===== config.mk =====
export PLATFORM = sky130hd
export DESIGN_NAME = serdes_ctrl
export DESIGN_NICKNAME = d
export VERILOG_FILES = /design/src/rtl/serdes_ctrl_pkg.sv /design/src/rtl/serdes_ctrl.sv
export SDC_FILE = /design/constraint.sdc
export NUM_CORES = 1
export LEC_CHECK = 0
export ABC_AREA = 1
export CAP_MARGIN = 20
export CORE_AREA = 2 2 148 150
export CTS_CLUSTER_SIZE = 25
export DETAILED_ROUTE_END_ITERATION = 8
export DIE_AREA = 0 0 150 152
export GPL_TIMING_DRIVEN = 0
export SLEW_MARGIN = 10
export SYNTH_ARGS = -nofsm -noshare
export SYNTH_HDL_FRONTEND = slang
export SYNTH_SLANG_ARGS = --single-unit

===== constraint.sdc =====
create_clock -name clk -period 1.72 [get_ports clk]
set_input_delay 0.344 -clock clk [delete_from_list [all_inputs] [get_ports clk]]
set_output_delay 0.344 -clock clk [all_outputs]
set_load 0.03 [all_outputs]

===== src/rtl/serdes_ctrl_pkg.sv =====
// serdes_ctrl_pkg: state encoding and descriptor validation shared by serdes_ctrl
// and the scheduler's descriptor generator.
package serdes_ctrl_pkg;
    localparam logic [1:0] IDLE  = 2'd0;
    localparam logic [1:0] ISSUE = 2'd1;
    localparam logic [1:0] FLUSH = 2'd2;
    localparam logic [1:0] DRAIN = 2'd3;
    function automatic logic desc_ok(input int unsigned num_words, input int unsigned count,
                                     input int unsigned last_count, input int unsigned out_words,
                                     input int unsigned in_count);
        return num_words != 0 && out_words != 0 && count != 0 && count <= in_count &&
               last_count != 0 && last_count <= in_count;
    endfunction
endpackage


===== src/rtl/serdes_ctrl.sv =====
// serdes_ctrl: sequences one tile through the serdes packer, flushing the tail
// word unless the tile is passthrough, and counting packed output words to completion.
module serdes_ctrl
    import serdes_ctrl_pkg::*;
#(
    parameter int IN_COUNT = 10,
    parameter int OP_WIDTH = 16,
    parameter int IN_WIDTH = IN_COUNT * OP_WIDTH,
    parameter int COUNT_W  = $clog2(IN_COUNT + 1),
    parameter int LEN_W    = 16
) (
    input  logic                clk,
    input  logic                reset,
    input  logic                cfg_valid,
    output logic                cfg_ready,
    input  logic [LEN_W-1:0]    cfg_num_words,
    input  logic [COUNT_W-1:0]  cfg_count,
    input  logic [COUNT_W-1:0]  cfg_last_count,
    input  logic [LEN_W-1:0]    cfg_out_words,
    input  logic                src_valid,
    output logic                src_ready,
    input  logic [IN_WIDTH-1:0] src_data,
    output logic                sd_write_req,
    input  logic                sd_write_ready,
    output logic [IN_WIDTH-1:0] sd_write_data,
    output logic [COUNT_W-1:0]  sd_count,
    output logic                sd_write_flush,
    input  logic                sd_out_req,
    output logic                busy,
    output logic                done,
    output logic                err
);
    logic [1:0]         state_q, state_d;
    logic [LEN_W-1:0]   words_left_q, words_left_d, out_seen_q, out_seen_d, out_words_q, out_words_d;
    logic [COUNT_W-1:0] count_q, count_d, last_count_q, last_count_d;
    logic               done_q, done_d, err_q, err_d;
    logic               issue, xfer, last_xfer, passthru, cfg_ok, accept, out_take, overrun, drained;

    assign cfg_ok    = desc_ok(32'(cfg_num_words), 32'(cfg_count), 32'(cfg_last_count),
                               32'(cfg_out_words), 32'(IN_COUNT));
    assign accept    = state_q == IDLE && cfg_valid && cfg_ok;
    assign issue     = state_q == ISSUE;
    assign xfer      = issue && src_valid && sd_write_ready;
    assign last_xfer = xfer && words_left_q == LEN_W'(1);
    assign passthru  = count_q == COUNT_W'(IN_COUNT) && last_count_q == COUNT_W'(IN_COUNT);
    // out_seen never exceeds the descriptor; a surplus word raises err instead
    assign out_take  = sd_out_req && state_q != IDLE;
    assign overrun   = out_take && out_seen_q >= out_words_q;
    assign drained   = state_q == DRAIN && out_seen_q == out_words_q;

    always_ff @(posedge clk or negedge reset) begin
        if (!reset) begin
            state_q      <= IDLE;
            words_left_q <= '0;
            out_seen_q   <= '0;
            out_words_q  <= '0;
            count_q      <= '0;
            last_count_q <= '0;
            done_q       <= 1'b0;
            err_q        <= 1'b0;
        end else begin
            state_q      <= state_d;
            words_left_q <= words_left_d;
            out_seen_q   <= out_seen_d;
            out_words_q  <= out_words_d;
            count_q      <= count_d;
            last_count_q <= last_count_d;
            done_q       <= done_d;
            err_q        <= err_d;
        end
    end

    always_comb begin
        state_d = state_q;
        case (state_q)
            IDLE:    state_d = accept ? ISSUE : IDLE;
            ISSUE:   state_d = last_xfer ? (passthru ? DRAIN : FLUSH) : ISSUE;
            FLUSH:   state_d = DRAIN;
            default: state_d = drained ? IDLE : DRAIN;
        endcase
    end

    always_comb begin
        count_d      = accept ? cfg_count : count_q;
        last_count_d = accept ? cfg_last_count : last_count_q;
        out_words_d  = accept ? cfg_out_words : out_words_q;
        words_left_d = accept ? cfg_num_words :
                       (xfer && words_left_q != '0) ? words_left_q - LEN_W'(1) : words_left_q;
        out_seen_d   = accept ? '0 : (out_take && !overrun) ? out_seen_q + LEN_W'(1) : out_seen_q;
        err_d        = (state_q == IDLE && cfg_valid && !cfg_ok) || overrun;
        done_d       = drained;
    end

    always_comb begin
        cfg_ready      = state_q == IDLE;
        src_ready      = issue && sd_write_ready;
        sd_write_req   = xfer;
        sd_write_data  = issue ? src_data : '0;
        sd_count       = issue ? (words_left_q == LEN_W'(1) ? last_count_q : count_q) : '0;
        sd_write_flush = state_q == FLUSH;
        busy           = state_q != IDLE;
        done           = done_q;
        err            = err_q;
    end
endmodule


; ---- After elaboration in Yosys (flattened, before gate mapping)
; Cells that the tools add are included.
[classes]
add_sub_neg = 2
magnitude_cmp = 3
n_eq_ne = 7
n_mux = 12
n_reduce_logical = 30
[ops]
columns = op, n
row1 = two-way mux 160 bit, 1
row2 = two-way mux 16 bit, 4
row3 = nonzero test 16 bit, 3
row4 = logical AND 1 bit, 18
row5 = adder 16 x 1 -> 16 bit (second input constant), 1
row6 = equality test 16 x 1 -> 1 bit (second input constant), 1
row7 = equality test 16 bit, 1
row8 = greater-or-equal comparator 16 bit, 1
row9 = subtractor 16 x 1 -> 16 bit (second input constant), 1
row10 = equality test 4 bit (second input constant), 2
row11 = <= comparator 4 bit (second input constant), 2
row12 = two-way mux 4 bit, 2
row13 = nonzero test 4 bit, 2
row14 = one-hot mux 2 bit (3 select lines), 1
row15 = nonzero test 2 bit, 3
row16 = equality test 2 bit (second input constant), 2
row17 = two-way mux 2 bit, 2
row18 = equality test 2 x 1 -> 1 bit (second input constant), 1
row19 = logical NOT 1 bit, 2
row20 = logical NOT 2 bit, 1
row21 = two-way mux 1 bit, 2
row22 = logical OR 1 bit, 1
[totals]
reg_bits = 60
input_bits = 206
out_inout_bits = 171
word_cells = 62

; ---- Depth between registers and ports, before layout
[depth]
word_depth = 9
ltp_mapped = 15
ltp_nobuf = 14

; ---- Worst setup path after synthesis
; No wires, ideal clock.
[synth_path]
path_kind = register to output
startpoint = register words_left_q[8]
endpoint = output port sd_count[0]
arrival_ns = 1.428
setup_slack_ns = -0.052
path_stages_with_launch = 8
cell_sequence = dfrtp_1 nor2_1 nand2_1 nor2_1 nand2_1 inv_1 nor2_1 nor2_1
[synth_via]
elab_chain_cells = 3
[synth_lines]
columns = element, line
row1 = "start, declared", serdes_ctrl.sv:34  ; logic [LEN_W-1:0] words_left_q, words_left_d, out_seen_q, out_seen_d, out_words_q, out_words_d;
row2 = "start signal, assigned", serdes_ctrl.sv:63  ; words_left_q <= words_left_d;
row3 = equality test 16 x 1 -> 1 bit, serdes_ctrl.sv:99  ; sd_count = issue ? (words_left_q == LEN_W'(1) ? last_count_q : count_q) : '0;
row4 = two-way mux 4 bit (2 in series), serdes_ctrl.sv:99
row5 = "end, declared", serdes_ctrl.sv:26  ; output logic [COUNT_W-1:0] sd_count,
; No other way between the ends.

; ---- Worst setup path in the final report
[layout_path]
startpoint = register state_q[0]
endpoint = output port sd_write_data[77]
[layout_via]
elab_chain_cells = 2
[layout_lines]
columns = element, line
row1 = "start, declared", serdes_ctrl.sv:33  ; logic [1:0] state_q, state_d;
row2 = "start signal, assigned", serdes_ctrl.sv:62  ; state_q <= state_d;
row3 = equality test 2 x 1 -> 1 bit, serdes_ctrl.sv:42  ; assign issue = state_q == ISSUE;
row4 = two-way mux 160 bit, serdes_ctrl.sv:98  ; sd_write_data = issue ? src_data : '0;
row5 = "end, declared", serdes_ctrl.sv:25  ; output logic [IN_WIDTH-1:0] sd_write_data,
; No other way between the ends.

==> out/metrics.csv <==
stage,metric,value,unit
floorplan,CORE AREA,0.0214,mm^2
worst_setup_path,worst-path fanout max,7,
sta,max-slew violations,0,
power_and_ir_drop,Power Density,357,mW/mm^2
route,vias per cell,4.52,
finish,"Net count, final",1594,
floorplan,die width,150,um
run_status,outcome,"finished, violations left",
yosys,mapped cell area,0.00526,mm^2
finish,Finished Core Util,58.8,%
clocking,Num CTS Buffers,9,
sta,max frequency,0.496,GHz
sta,minimum clock period,2.02,ns
worst_setup_path,CP Launch Type,register,
route,DRC,0,
power_and_ir_drop,Max VDD drop,0.431,mV
route,Final ANT Viol Nets,0,
clocking,H-tree depth,3,
grt,initial antenna violation count,16,
sta,count of final setup violators,201,
sta,Final Skew,0.00305,ns
sta,Worst Tran Pin Value,0.818,ns
sta,fin crit share,117,%
placed_design,Buffers on Ports,376,
yosys,Cells after Synth,899,
clocking,clock-pin slew of the registers on the worst-case setup and hold paths,0.05,ns
clocking,insertion delay to the later sink of the worst-skew pair,0.33,ns
placed_design,DP Worst Slack,-0.960,ns
clocking,Root Buffer,clkbuf_16,
route,routed wire length,33700,um
placed_design,DP HPWL,25800,um
grt,GRT overflow,0,
finish,share of layout cells above drive strength 1,40.3,%
sta,Hold Slack,0.107,ns
power_and_ir_drop,static leakage,6.17,nW
finish,Fillers,1875,
floorplan,io pins,377,
floorplan,Initial Utilization,24.6,%
yosys,"Seq/Total Area, Yosys",28.5,%
route,Avg WL per Cell,20.3,um
yosys,mean post-synth cell area,5.85,um^2
floorplan,std cell rows,54,
floorplan,Die H,152,um
sta,Slew headroom,45.5,%
clocking,CTS tree,built,
min_path,hold crit path type,in -> async,
route,DRT Pass-1 Iters,7,
clocking,clk sink count,60,
yosys,post-synth cell types,30,
grt,first-pass GRT wire length,44200,um
grt,vias in the first global route,6831,
route,DR vias,7497,
yosys,"FF+latch count, synth",60,
worst_setup_path,"Req. time, crit path",1.38,ns
grt,pin count of the biggest net entering global routing,61,
sta,final hold violations,0,
placed_design,placer congestion estimate,0.900,
sta,unrepaired setup endpoints after global routing,yes,
grt,Tot GR Track Use,26.7,%
run_status,failing checks,setup timing,
sta,final setup margin,-0.296,ns
yosys,Yosys warnings,0,
worst_setup_path,Critical Path Sink Type,output port,
clocking,# hold bufs at CTS,0,
clocking,Longest Clk Path Bufs,2,
worst_setup_path,Worst EP arrival,1.67,ns
worst_setup_path,WS Path Type,reg -> out,
finish,Area Growth Syn to Fin,139,%
run,max-cap violations,0,
yosys,net count after synthesis,1125,
floorplan,die area,0.0228,mm^2
route,DR iter-0 viols,445,
-- power by group --
group / total, mW / internal [mW] / switching, mW
registers: 1.54 / 1.47 / 0.0693
logic: 1.22 / 0.689 / 0.534
clock network: 1.72 / 1.07 / 0.647
-- worst paths after layout --
kind	startpoint	end	slack [ns]	depth (start not counted)
max in group asynchronous	reset	state_q[1]$_DFF_PN0_	1.03	1
worst max-delay path	state_q[0]$_DFF_PN0_	sd_write_data[77]	-0.30	5
worst min-delay path	reset	out_words_q[1]$_DFFE_PN0P_	0.11	1
worst min register to register	out_words_q[0]$_DFFE_PN0P_	out_words_q[0]$_DFFE_PN0P_	0.49	2
worst max register to register	words_left_q[9]$_DFFE_PN0P_	words_left_q[10]$_DFFE_PN0P_	-0.26	14
min in group clk	cfg_num_words[4]	words_left_q[4]$_DFFE_PN0P_	0.31	3
-- repair_timing --
action / 4_1_cts / 5_1_grt
buffers inserted: 24 / 37
gates cloned: 6 / 16
resized for setup: 1221 / 450
pin swaps: 16 / 37
setup endpoints to repair: 220 / 230
-- critical path, cell delays in order, from the launching register on --
cell and delay, ns:
dfrtp_2 0.50, nand2_8 0.16, clkbuf_16 0.21, clkbuf_16 0.17, nor2_4 0.13, buf_6 0.15
-- Yosys cell counts (all sizes together) --
master | instances | area [um^2]
ha | 20 | 250
a21boi | 1 | 7.51
xor2 | 21 | 184
inv | 221 | 830
buf | 29 | 198
nor3 | 4 | 20.0
dfrtp | 60 | 1500
xnor2 | 3 | 26.3
or2 | 1 | 6.26
clkbuf | 3 | 11.3
nor2 | 247 | 958
o21ai | 27 | 135
o22ai | 1 | 6.26
nand4 | 6 | 37.5
and2 | 1 | 6.26
a21o | 2 | 15.0
nand3 | 76 | 385
a21oi | 6 | 30.0
nand2 | 170 | 653
-- metrics by stage --
| step | TNS (ns) | power, mW | area [um^2] | instances |
|---|---|---|---|---|
| global placement | -241.44 | 2.44 | 9390 | 1555 |
| CTS | -35.61 | 4.22 | 10600 | 1599 |
| global route | -44.31 | 4.66 | 12500 | 1656 |
| finish | -34.37 | 4.48 | 12600 | 1660 |
| floorplan | -0.00860 | 1.84 | 5270 | 899 |
| detailed placement | -135.04 | 2.45 | 9380 | 1555 |
-- layout by cell type (no fill, tap or decap), drive strengths merged --
cell           count
a21oi              6
clkbuf            30
dfrtp             60
nand2            171
o21ai             27
nand4              6
or2                1
and2               1
ha                20
xnor2              3
clkdlybuf4s15      1
xor2              21
clkdlybuf4s50    203
o22ai              1
a21o               2
a21boi             1
nor2             247
inv              220
buf              264
diode              9
clkinv             3
nand3             76
dlymetal6s2s       3
nor3               4
-- flip-flops by register name, indices dropped and copies added (netlist names) --
name,flops
err,1
out_seen_q,16
out_words_q,16
words_left_q,16
last_count_q,4
done,1
count_q,4
state_q,2
-- cell families after synthesis --
kind of cell / Yosys count / share of synthesized area, %
flops: 60 / 28.5
buf+inv: 253 / 19.7
compound gates: 37 / 3.69
xor+xnor: 24 / 4.00
fa+ha+maj: 20 / 4.76
simple gates: 505 / 39.3
-- final cells by class --
class                           instances  area (um^2)  area share [%]
Antenna cell                            9         22.5           0.179
Clock inverter                          2         10.0          0.0797
Inverter                              221          845            6.73
Timing Repair Buffer                  457         4860            38.7
Tap cell                              280          350            2.79
Buffer                                 32          514            4.10
Sequential cell                        60         1530            12.1
Clock buffer                           12          267            2.12
Multi-Input combinational cell        587         4160            33.1
-- metal layers --
layer  wire length, um  global-route usage, %
met1             13500                   33.0
met5                89                      0
met2             15600                   41.1
met3              3880                   13.6
met4               655                   6.42
Power figures use the tool's default switching activity.
